===== src/rtl/uart_rx_param.sv =====
`default_nettype none
// ============================================================================
//  Module      : uart_rx_param
//  Description : Parameterised oversampling UART receiver. rxd is brought
//                into the clk domain by a 2-flop synchronizer. Each bit is
//                resolved by a 2-of-3 majority vote of the samples taken at
//                oversample ticks OVS/2-1, OVS/2 and OVS/2+1. baud_div,
//                parity_mode and stop2 are latched when the start edge is
//                seen, so changes to them mid-frame do not affect that frame.
//  Optional    : UART_RX_PARITY_EN - when defined, the parity bit is received
//                and checked according to parity_mode. When undefined,
//                parity_mode is ignored, no parity state exists and
//                parity_err is tied to 0.
//  Ports       : clk         - system clock, rising edge
//                rst_n       - asynchronous active-low reset
//                rxd         - serial input, idle high, asynchronous to clk
//                baud_div    - oversample tick period minus 1, in clk cycles
//                parity_mode - 00 none, 01 odd, 10 even, 11 none
//                stop2       - 1: two stop bits, 0: one stop bit
//                rx_data     - last received word (LSB first on the line)
//                rx_valid    - one-cycle pulse when rx_data and flags update
//                parity_err  - parity mismatch on the flagged frame
//                frame_err   - a stop bit resolved to 0 on the flagged frame
//                busy        - high while a frame is in progress
//  Revision    : 1.0 - initial release
// ============================================================================
module uart_rx_param #(
    parameter int DATA_W = 8,
    parameter int OVS    = 16,
    parameter int DIV_W  = 16
) (
    input  logic              clk,
    input  logic              rst_n,
    input  logic              rxd,
    input  logic [DIV_W-1:0]  baud_div,
    input  logic [1:0]        parity_mode,
    input  logic              stop2,
    output logic [DATA_W-1:0] rx_data,
    output logic              rx_valid,
    output logic              parity_err,
    output logic              frame_err,
    output logic              busy
);

    localparam int C_SAMP_W = $clog2(OVS);
    localparam int C_BIT_W  = $clog2(DATA_W);
    localparam logic [C_SAMP_W-1:0] C_IDX_A    = C_SAMP_W'(OVS / 2 - 1);
    localparam logic [C_SAMP_W-1:0] C_IDX_B    = C_SAMP_W'(OVS / 2);
    localparam logic [C_SAMP_W-1:0] C_IDX_C    = C_SAMP_W'(OVS / 2 + 1);
    localparam logic [C_SAMP_W-1:0] C_IDX_LAST = C_SAMP_W'(OVS - 1);
    localparam logic [C_BIT_W-1:0]  C_BIT_LAST = C_BIT_W'(DATA_W - 1);
    localparam logic [C_BIT_W-1:0]  C_BIT_ONE  = C_BIT_W'(1);

    typedef enum logic [2:0] {
        S_IDLE   = 3'd0,
        S_START  = 3'd1,
        S_DATA   = 3'd2,
`ifdef UART_RX_PARITY_EN
        S_PARITY = 3'd3,
`endif
        S_STOP   = 3'd4,
        S_DONE   = 3'd5
    } state_t;

    state_t              state_q, state_d;
    logic                sync1_q, sync2_q, prev_q;
    logic [DIV_W-1:0]    tick_cnt_q, tick_cnt_d;
    logic [C_SAMP_W-1:0] samp_cnt_q, samp_cnt_d;
    logic [C_BIT_W-1:0]  bit_cnt_q, bit_cnt_d;
    logic                s0_q, s0_d, s1_q, s1_d;
    logic [DATA_W-1:0]   shift_q, shift_d;
    logic [DIV_W-1:0]    div_q, div_d;
    logic                stop2_q, stop2_d;
    logic                ferr_acc_q, ferr_acc_d;
    logic [DATA_W-1:0]   rx_data_q, rx_data_d;
    logic                rx_valid_q, rx_valid_d;
    logic                perr_q, perr_d;
    logic                ferr_q, ferr_d;

    logic w_tick, w_resolve, w_wrap, w_maj, w_perr;

    // Tick counter only runs outside IDLE, so w_tick is gated by state.
    assign w_tick    = (state_q != S_IDLE) && (tick_cnt_q == div_q);
    assign w_resolve = w_tick && (samp_cnt_q == C_IDX_C);
    assign w_wrap    = w_tick && (samp_cnt_q == C_IDX_LAST);
    // Third vote is the live synchronized sample at tick OVS/2+1.
    assign w_maj     = (s0_q & s1_q) | (s0_q & sync2_q) | (s1_q & sync2_q);

`ifdef UART_RX_PARITY_EN
    logic [1:0] pmode_q, pmode_d;
    logic       pbit_q, pbit_d;
    logic       w_par_en, w_par_sum;

    assign w_par_en  = (pmode_q == 2'b01) || (pmode_q == 2'b10);
    assign w_par_sum = (^shift_q) ^ pbit_q;
    // Even mode expects an even count of ones (sum 0), odd mode an odd count.
    assign w_perr    = (pmode_q == 2'b10) ? w_par_sum :
                       (pmode_q == 2'b01) ? ~w_par_sum : 1'b0;
`else
    logic unused_parity_mode;
    assign unused_parity_mode = ^parity_mode;
    assign w_perr             = 1'b0;
`endif

    always_comb begin
        state_d    = state_q;
        tick_cnt_d = w_tick ? '0 : tick_cnt_q + DIV_W'(1);
        samp_cnt_d = samp_cnt_q;
        if (w_tick) begin
            samp_cnt_d = w_wrap ? '0 : samp_cnt_q + C_SAMP_W'(1);
        end
        bit_cnt_d  = bit_cnt_q;
        s0_d       = (w_tick && samp_cnt_q == C_IDX_A) ? sync2_q : s0_q;
        s1_d       = (w_tick && samp_cnt_q == C_IDX_B) ? sync2_q : s1_q;
        shift_d    = shift_q;
        div_d      = div_q;
        stop2_d    = stop2_q;
        ferr_acc_d = ferr_acc_q;
        rx_data_d  = rx_data_q;
        rx_valid_d = 1'b0;
        perr_d     = perr_q;
        ferr_d     = ferr_q;
`ifdef UART_RX_PARITY_EN
        pmode_d    = pmode_q;
        pbit_d     = pbit_q;
`endif
        case (state_q)
            S_IDLE: begin
                tick_cnt_d = '0;
                samp_cnt_d = '0;
                bit_cnt_d  = '0;
                ferr_acc_d = 1'b0;
                if (prev_q && !sync2_q) begin
                    state_d = S_START;
                    div_d   = baud_div;
                    stop2_d = stop2;
`ifdef UART_RX_PARITY_EN
                    pmode_d = parity_mode;
`endif
                end
            end
            S_START: begin
                // A start bit that votes high was a glitch: drop it silently.
                if (w_resolve && w_maj) begin
                    state_d = S_IDLE;
                end else if (w_wrap) begin
                    state_d   = S_DATA;
                    bit_cnt_d = '0;
                end
            end
            S_DATA: begin
                if (w_resolve) begin
                    shift_d = {w_maj, shift_q[DATA_W-1:1]};
                end
                if (w_wrap) begin
                    if (bit_cnt_q == C_BIT_LAST) begin
                        bit_cnt_d = '0;
`ifdef UART_RX_PARITY_EN
                        state_d   = w_par_en ? S_PARITY : S_STOP;
`else
                        state_d   = S_STOP;
`endif
                    end else begin
                        bit_cnt_d = bit_cnt_q + C_BIT_W'(1);
                    end
                end
            end
`ifdef UART_RX_PARITY_EN
            S_PARITY: begin
                if (w_resolve) begin
                    pbit_d = w_maj;
                end
                if (w_wrap) begin
                    state_d = S_STOP;
                end
            end
`endif
            S_STOP: begin
                if (w_resolve) begin
                    if (!w_maj) begin
                        ferr_acc_d = 1'b1;
                    end
                    // Leave right after the last stop sample; the rest of
                    // the stop bit is spent in IDLE waiting for a new edge.
                    if (!stop2_q || bit_cnt_q == C_BIT_ONE) begin
                        state_d = S_DONE;
                    end
                end else if (w_wrap) begin
                    bit_cnt_d = bit_cnt_q + C_BIT_W'(1);
                end
            end
            S_DONE: begin
                state_d    = S_IDLE;
                rx_valid_d = 1'b1;
                rx_data_d  = shift_q;
                perr_d     = w_perr;
                ferr_d     = ferr_acc_q;
            end
            default: state_d = S_IDLE;
        endcase
    end

    always_ff @(posedge clk or negedge rst_n) begin
        if (!rst_n) begin
            state_q    <= S_IDLE;
            sync1_q    <= 1'b1;
            sync2_q    <= 1'b1;
            prev_q     <= 1'b1;
            tick_cnt_q <= '0;
            samp_cnt_q <= '0;
            bit_cnt_q  <= '0;
            s0_q       <= 1'b1;
            s1_q       <= 1'b1;
            shift_q    <= '0;
            div_q      <= '0;
            stop2_q    <= 1'b0;
            ferr_acc_q <= 1'b0;
            rx_data_q  <= '0;
            rx_valid_q <= 1'b0;
            perr_q     <= 1'b0;
            ferr_q     <= 1'b0;
`ifdef UART_RX_PARITY_EN
            pmode_q    <= 2'b00;
            pbit_q     <= 1'b0;
`endif
        end else begin
            state_q    <= state_d;
            sync1_q    <= rxd;
            sync2_q    <= sync1_q;
            prev_q     <= sync2_q;
            tick_cnt_q <= tick_cnt_d;
            samp_cnt_q <= samp_cnt_d;
            bit_cnt_q  <= bit_cnt_d;
            s0_q       <= s0_d;
            s1_q       <= s1_d;
            shift_q    <= shift_d;
            div_q      <= div_d;
            stop2_q    <= stop2_d;
            ferr_acc_q <= ferr_acc_d;
            rx_data_q  <= rx_data_d;
            rx_valid_q <= rx_valid_d;
            perr_q     <= perr_d;
            ferr_q     <= ferr_d;
`ifdef UART_RX_PARITY_EN
            pmode_q    <= pmode_d;
            pbit_q     <= pbit_d;
`endif
        end
    end

    assign rx_data    = rx_data_q;
    assign rx_valid   = rx_valid_q;
    assign parity_err = perr_q;
    assign frame_err  = ferr_q;
    assign busy       = (state_q != S_IDLE);

endmodule
`default_nettype wire


===== config.mk =====
export PLATFORM = sky130hd
export DESIGN_NAME = uart_rx_param
export DESIGN_NICKNAME = d
export VERILOG_FILES = /design/src/rtl/uart_rx_param.sv
export SDC_FILE = /design/constraint.sdc
export NUM_CORES = 1
export LEC_CHECK = 0
export ABC_AREA = 0
export BUFFER_PORTS_ARGS = -buffer_cell sky130_fd_sc_hd__buf_2
export CORE_MARGIN = 4
export CORE_UTILIZATION = 60
export CTS_BUF_LIST = sky130_fd_sc_hd__clkbuf_8
export DETAILED_ROUTE_END_ITERATION = 16
export PLACE_DENSITY = 0.8
export SLEW_MARGIN = 10
export SYNTH_ARGS = -nofsm -noshare
export SYNTH_HDL_FRONTEND = slang
export SYNTH_SLANG_ARGS = --single-unit
export TNS_END_PERCENT = 10

===== constraint.sdc =====
create_clock -name clk -period 2.48 [get_ports clk]
set_input_delay 0.248 -clock clk [delete_from_list [all_inputs] [get_ports clk]]
set_output_delay 0.248 -clock clk [all_outputs]
set_load 0.01 [all_outputs]

# Word level (Yosys, flattened, before mapping)
# Index checks and enable logic that the tools add are counted.
# op_classes
muxes	24
n_reduce_logical	20
n_bitwise	5
n_addsub	3
eq_ne	22
# ops
op	n
$mux 3	13
$mux 16	2
$pmux 3 s4	2
$ne 2x2->1 const B	10
$add 16x1->16 const B	1
$eq 16x16->1	1
$eq 4x4->1 const B	3
$mux 4	3
$reduce_and 6->1	2
$eq 3x3->1 const B	3
$logic_and 1x1->1	7
$eq 3x1->1 const B	2
$add 4x1->4 const B	1
$eq 4x3->1 const B	1
$reduce_and 2->1	2
$reduce_bool 2->1	2
$reduce_bool 4->1	1
$add 3x1->3 const B	1
$and 1x1->1	3
$eq 3x2->1 const B	1
$logic_not 3->1	1
$mux 1	3
$ne 3x3->1 const B	1
$reduce_and 3->1	1
other kinds (5)	7
# totals
word_cells	90
register_bits	67
out_inout_bits	12

# Longest topological paths before layout
# logic_depth
word_depth	6
ltp_mapped	8

# Worst setup path after synthesis
# Ideal clock, no wire load.
# synth_path
path_kind	flip-flop to flip-flop
startpoint	reg tick_cnt_q[5]
endpoint	reg shift_q[0]
required_ns	2.355
slack_ns	0.380
path_buffers	0
stages_incl_launch_ff	6
arrival_ns	1.975
setup_time_ns	0.125
cell_sequence	dfrtp_1 -> xor2_1 -> nor4_1 -> nand4_2 -> nor4_4 -> mux2_2
# synth_via
elab_chain_len	4
# synth_rtl
element	line_no	source
start: declaration	67	logic [DIV_W-1:0] tick_cnt_q, tick_cnt_d;
start signal: assignment	231	tick_cnt_q <= tick_cnt_d;
$eq 16x16->1	83	assign w_tick = (state_q != S_IDLE) && (tick_cnt_q == div_q);
$logic_and 1x1->1	83	
$logic_and 1x1->1	84	assign w_resolve = w_tick && (samp_cnt_q == C_IDX_C);
$reduce_and 2->1 (no source line)	--	
end signal: assignment	236	shift_q <= shift_d;
end: declaration	71	logic [DATA_W-1:0] shift_q, shift_d;
# Every way passes these cells.
# A chain may end at the register's enable or synchronous reset.

# Worst setup path in the final report
# layout_path
startpoint	reg tick_cnt_q[3]
endpoint	reg bit_cnt_q[2]
# layout_via
elab_chain_len	6
elab_cells_between_ends	11
classes_between	eq/ne (6); reduce/logical (5)
# layout_rtl
element	line_no	source
$eq 16x16->1 (*)	83	
$logic_and 1x1->1 (*)	83	
$logic_and 1x1->1	84	
$logic_and 1x1->1	144	if (w_resolve && w_maj) begin
$ne 2x2->1 (no source line)	--	
$reduce_and 6->1 (no source line) (*)	--	
end signal: assignment	233	bit_cnt_q <= bit_cnt_d;
end: declaration	69	logic [C_BIT_W-1:0] bit_cnt_q, bit_cnt_d;
# Every way passes the cells marked *; elsewhere a longest branch is shown, timed or not.

==> flow_metrics.tcl <==
set metrics [dict create \
    post-route-min-period_ns 2.34 \
    netlist_area_um2 3140 \
    final_hold_viol_count 0 \
    relSlewSlack 0.521 \
    wirelength_um 5910 \
    viasPerCell 5.56 \
    grt-busiest-layer "met2" \
    grtUsageTotal 0.203 \
    remaining_drc_errors 0 \
    synth_edf_count 0 \
    hp-start "baud_div[6]" \
    finalClockSkew_ns 0.00675 \
    synth-seq-area-share 0.536 \
    ys_async_sr_fraction 1.00 \
    cts.clk_slew.worst_paths_ns 0.08 \
    synth_area_per_cell_um2 11.6 \
    fin_crit_sh 0.944 \
    start_kind "flip-flop" \
    rsz0062_at_grt "no" \
    rr_endpoint "bit_cnt_q[2]" \
    htree_levels 3 \
    num_rows 26 \
    netlist.area_leader.share 0.494 \
    max_freq_mhz 427 \
    p_int_mw 2.02 \
    cp.required_ns 2.73 \
    yosysWarnings 0 \
    grt_overflow 0 \
    grt_pass1_wl_um 9790 \
    met1_usage 0.261 \
    met2_usage 0.326 \
    antenna_found_initial 0 \
    total_power_mw 2.80 \
    synth_top_cell_by_area "dfrtp_1" \
    coreArea_um2 5070 \
    leakage_nw 1.72 \
    start_util 0.619 \
    worst_pin_slew_ns 0.719 \
    fp.dieW_um 80.3 \
    vdd_drop_max_v 0.000657 \
    synth.distinct_cells 42 \
    synthFlopType "dfrtp_1" \
    multi_input_area_um2 1380 \
    netlist_instances 271 \
    reg2reg_depth 7 \
    status "finished clean" \
    p_sw_mw 0.782 \
    drive_gt1_frac 0.314 \
    pwr-share-seq 0.503 \
    antenna_cells 0 \
    io_pins 34 \
    ys_ff_latch 67 \
    switching_share 0.279 \
    powerDensity_nw_per_um2 768 \
    p_clk_frac 0.339 \
    slew_viol_final 0 \
    clock_latency_ns 0.34 \
    yosysMostFrequentCell "dfrtp_1" \
    grt_max_degree 37 \
    maxCapViolCount 0 \
    final_area_um2 3650 \
    cts_buffers 9 \
    drtAntennaViolNets 0 \
    drtPass1Iterations 4 \
    ff_latch_area_um2 1680 \
    grt_pass1_vias 2104 \
    die_area_um2 6460 \
    rrSetupSlack_ns 0.14 \
    post-route-util 0.719 \
    place_area_um2 3410 \
    cts_buffer_depth 2 \
    hold_slack_ns 0.139 \
    combinationalPowerShare 0.158 \
    hold_depth 2 \
    clockRootBuffer "clkbuf_8" \
    setup_viol 0 \
    min_path_type "in2reg" \
    fp.dieH_um 80.3 \
    synthTopCellsByArea "dfrtp_1, mux2_2, xor2_1" \
    hold_end "div_q[6]" \
    synth_nets 300 \
    gp_congestion 0.807 \
    place_hpwl_um 4220 \
    fin_setup_tns_ns 0 \
    drt-initial-drc-count 129 \
    worstSetupEndpointType "flip-flop" \
    critical_path_class "reg2reg" \
    final_nets 342 \
    avgRoutedWirePerCell_um 15.2 \
    clock-sinks 67 \
    critPathMaxFanout 5 \
    n_fill_cell 376 \
    cts_tree "built" \
    critPathArrivalTime_ns 2.59 \
    synthTopCellsByCount "dfrtp_1, mux2_2, nor2_1" \
    use_met3 0.0348 \
    syn_to_final_growth_pct 16.1 \
    vias 2157 \
    r2r-start "tick_cnt_q[3]" \
    numPortBuffers 30 \
]
[final cells by class]
class                           instances  share of cell area
Inverter                               13              0.0134
Timing Repair Buffer                   39              0.0645
Tap cell                               70              0.0240
Clock inverter                          5              0.0165
Multi-Input combinational cell        183               0.379
Clock buffer                           11              0.0415
Sequential cell                        67               0.461
[sequential cells by signal (all words and copies together), names as in the netlist, 3 cells and up]
name,count
state_q,3
div_q,16
samp_cnt_q,4
rx_data,8
shift_q,8
tick_cnt_q,16
bit_cnt_q,3
[layer usage]
layer	share of wire	wire length [um]	up-vias
met5	0	0	-
met4	0.015	87	0
met3	0.032	191	8
met2	0.52	3060	42
met1	0.43	2560	1079
li1	-	-	1028
[power groups by stage]
stage	Clock [mW]	Combinational, mW	Sequential [mW]
final	0.950	0.442	1.41
after CTS	0.967	0.436	1.41
after floorplan	0	0.320	1.39
after detailed placement	0	0.433	1.43
after global routing	1.01	0.496	1.43
after global placement	0	0.416	1.42
[through the flow]
step	setup WS (ns)	cells
2_1_floorplan	0.380	271
3_3_place_gp	0.186	370
3_5_place_dp	0.139	370
4_1_cts	0.118	388
5_1_grt	0.0325	388
6_report	0.139	388
[timing repair]
action,CTS,global route
resized for setup,0,1
endpoints found under the hold margin,27,0
endpoints found under the setup margin,0,2
buffers inserted,0,0
hold buffers,2,0
[cell families (layout without fill, tap and decap cells)]
family,after synthesis,after routing,share of synthesized area
multiplexers,37,37,0.132
adder cells (fa/ha/maj),8,8,0.0311
flip-flops,67,67,0.536
buffers and inverters,21,68,0.0263
other,1,1,0.00119
XOR/XNOR,27,27,0.0753
AO/OA/AOI/OAI,33,33,0.0701
AND/OR/NAND/NOR,77,77,0.128
[cell usage in the layout, fill, tap and decap left out, types with 3 or more instances in the layout]
master     n
dfrtp_1   62
mux2_2    36
buf_2     30
nor2_1    25
xor2_1    18
inv_1     13
a21oi_1   12
nand3_1   11
clkbuf_8  11
nand2_1    9
xnor2_1    9
ha_1       7
o21ai_0    6
buf_4      6
and3_1     5
or3_1      5
nor4_1     5
dfstp_2    5
nor3_1     4
nand4_1    3
[worst max-delay path: stages, from the launching register on]
cell and delay, ns:
dfrtp_1 0.43, xor2_1 0.17, nor4_1 0.39, nand4_2 0.30, buf_4 0.24, a2111oi_2 0.37
o22ai_1 0.13, a211oi_1 0.23
[how the worst max path moves through the flow]
stage	startpoint	end	slack [ns]	cells after the start
after detailed placement	tick_cnt_q[8]	bit_cnt_q[2]	0.14	7
after global routing	tick_cnt_q[9]	bit_cnt_q[2]	0.03	7
after global placement	tick_cnt_q[2]	bit_cnt_q[2]	0.19	7
after CTS	tick_cnt_q[8]	bit_cnt_q[2]	0.12	7
final	tick_cnt_q[3]	bit_cnt_q[2]	0.14	7
after floorplan	tick_cnt_q[5]	shift_q[0]	0.38	5
No activity file was read; power rests on OpenSTA's default activity.
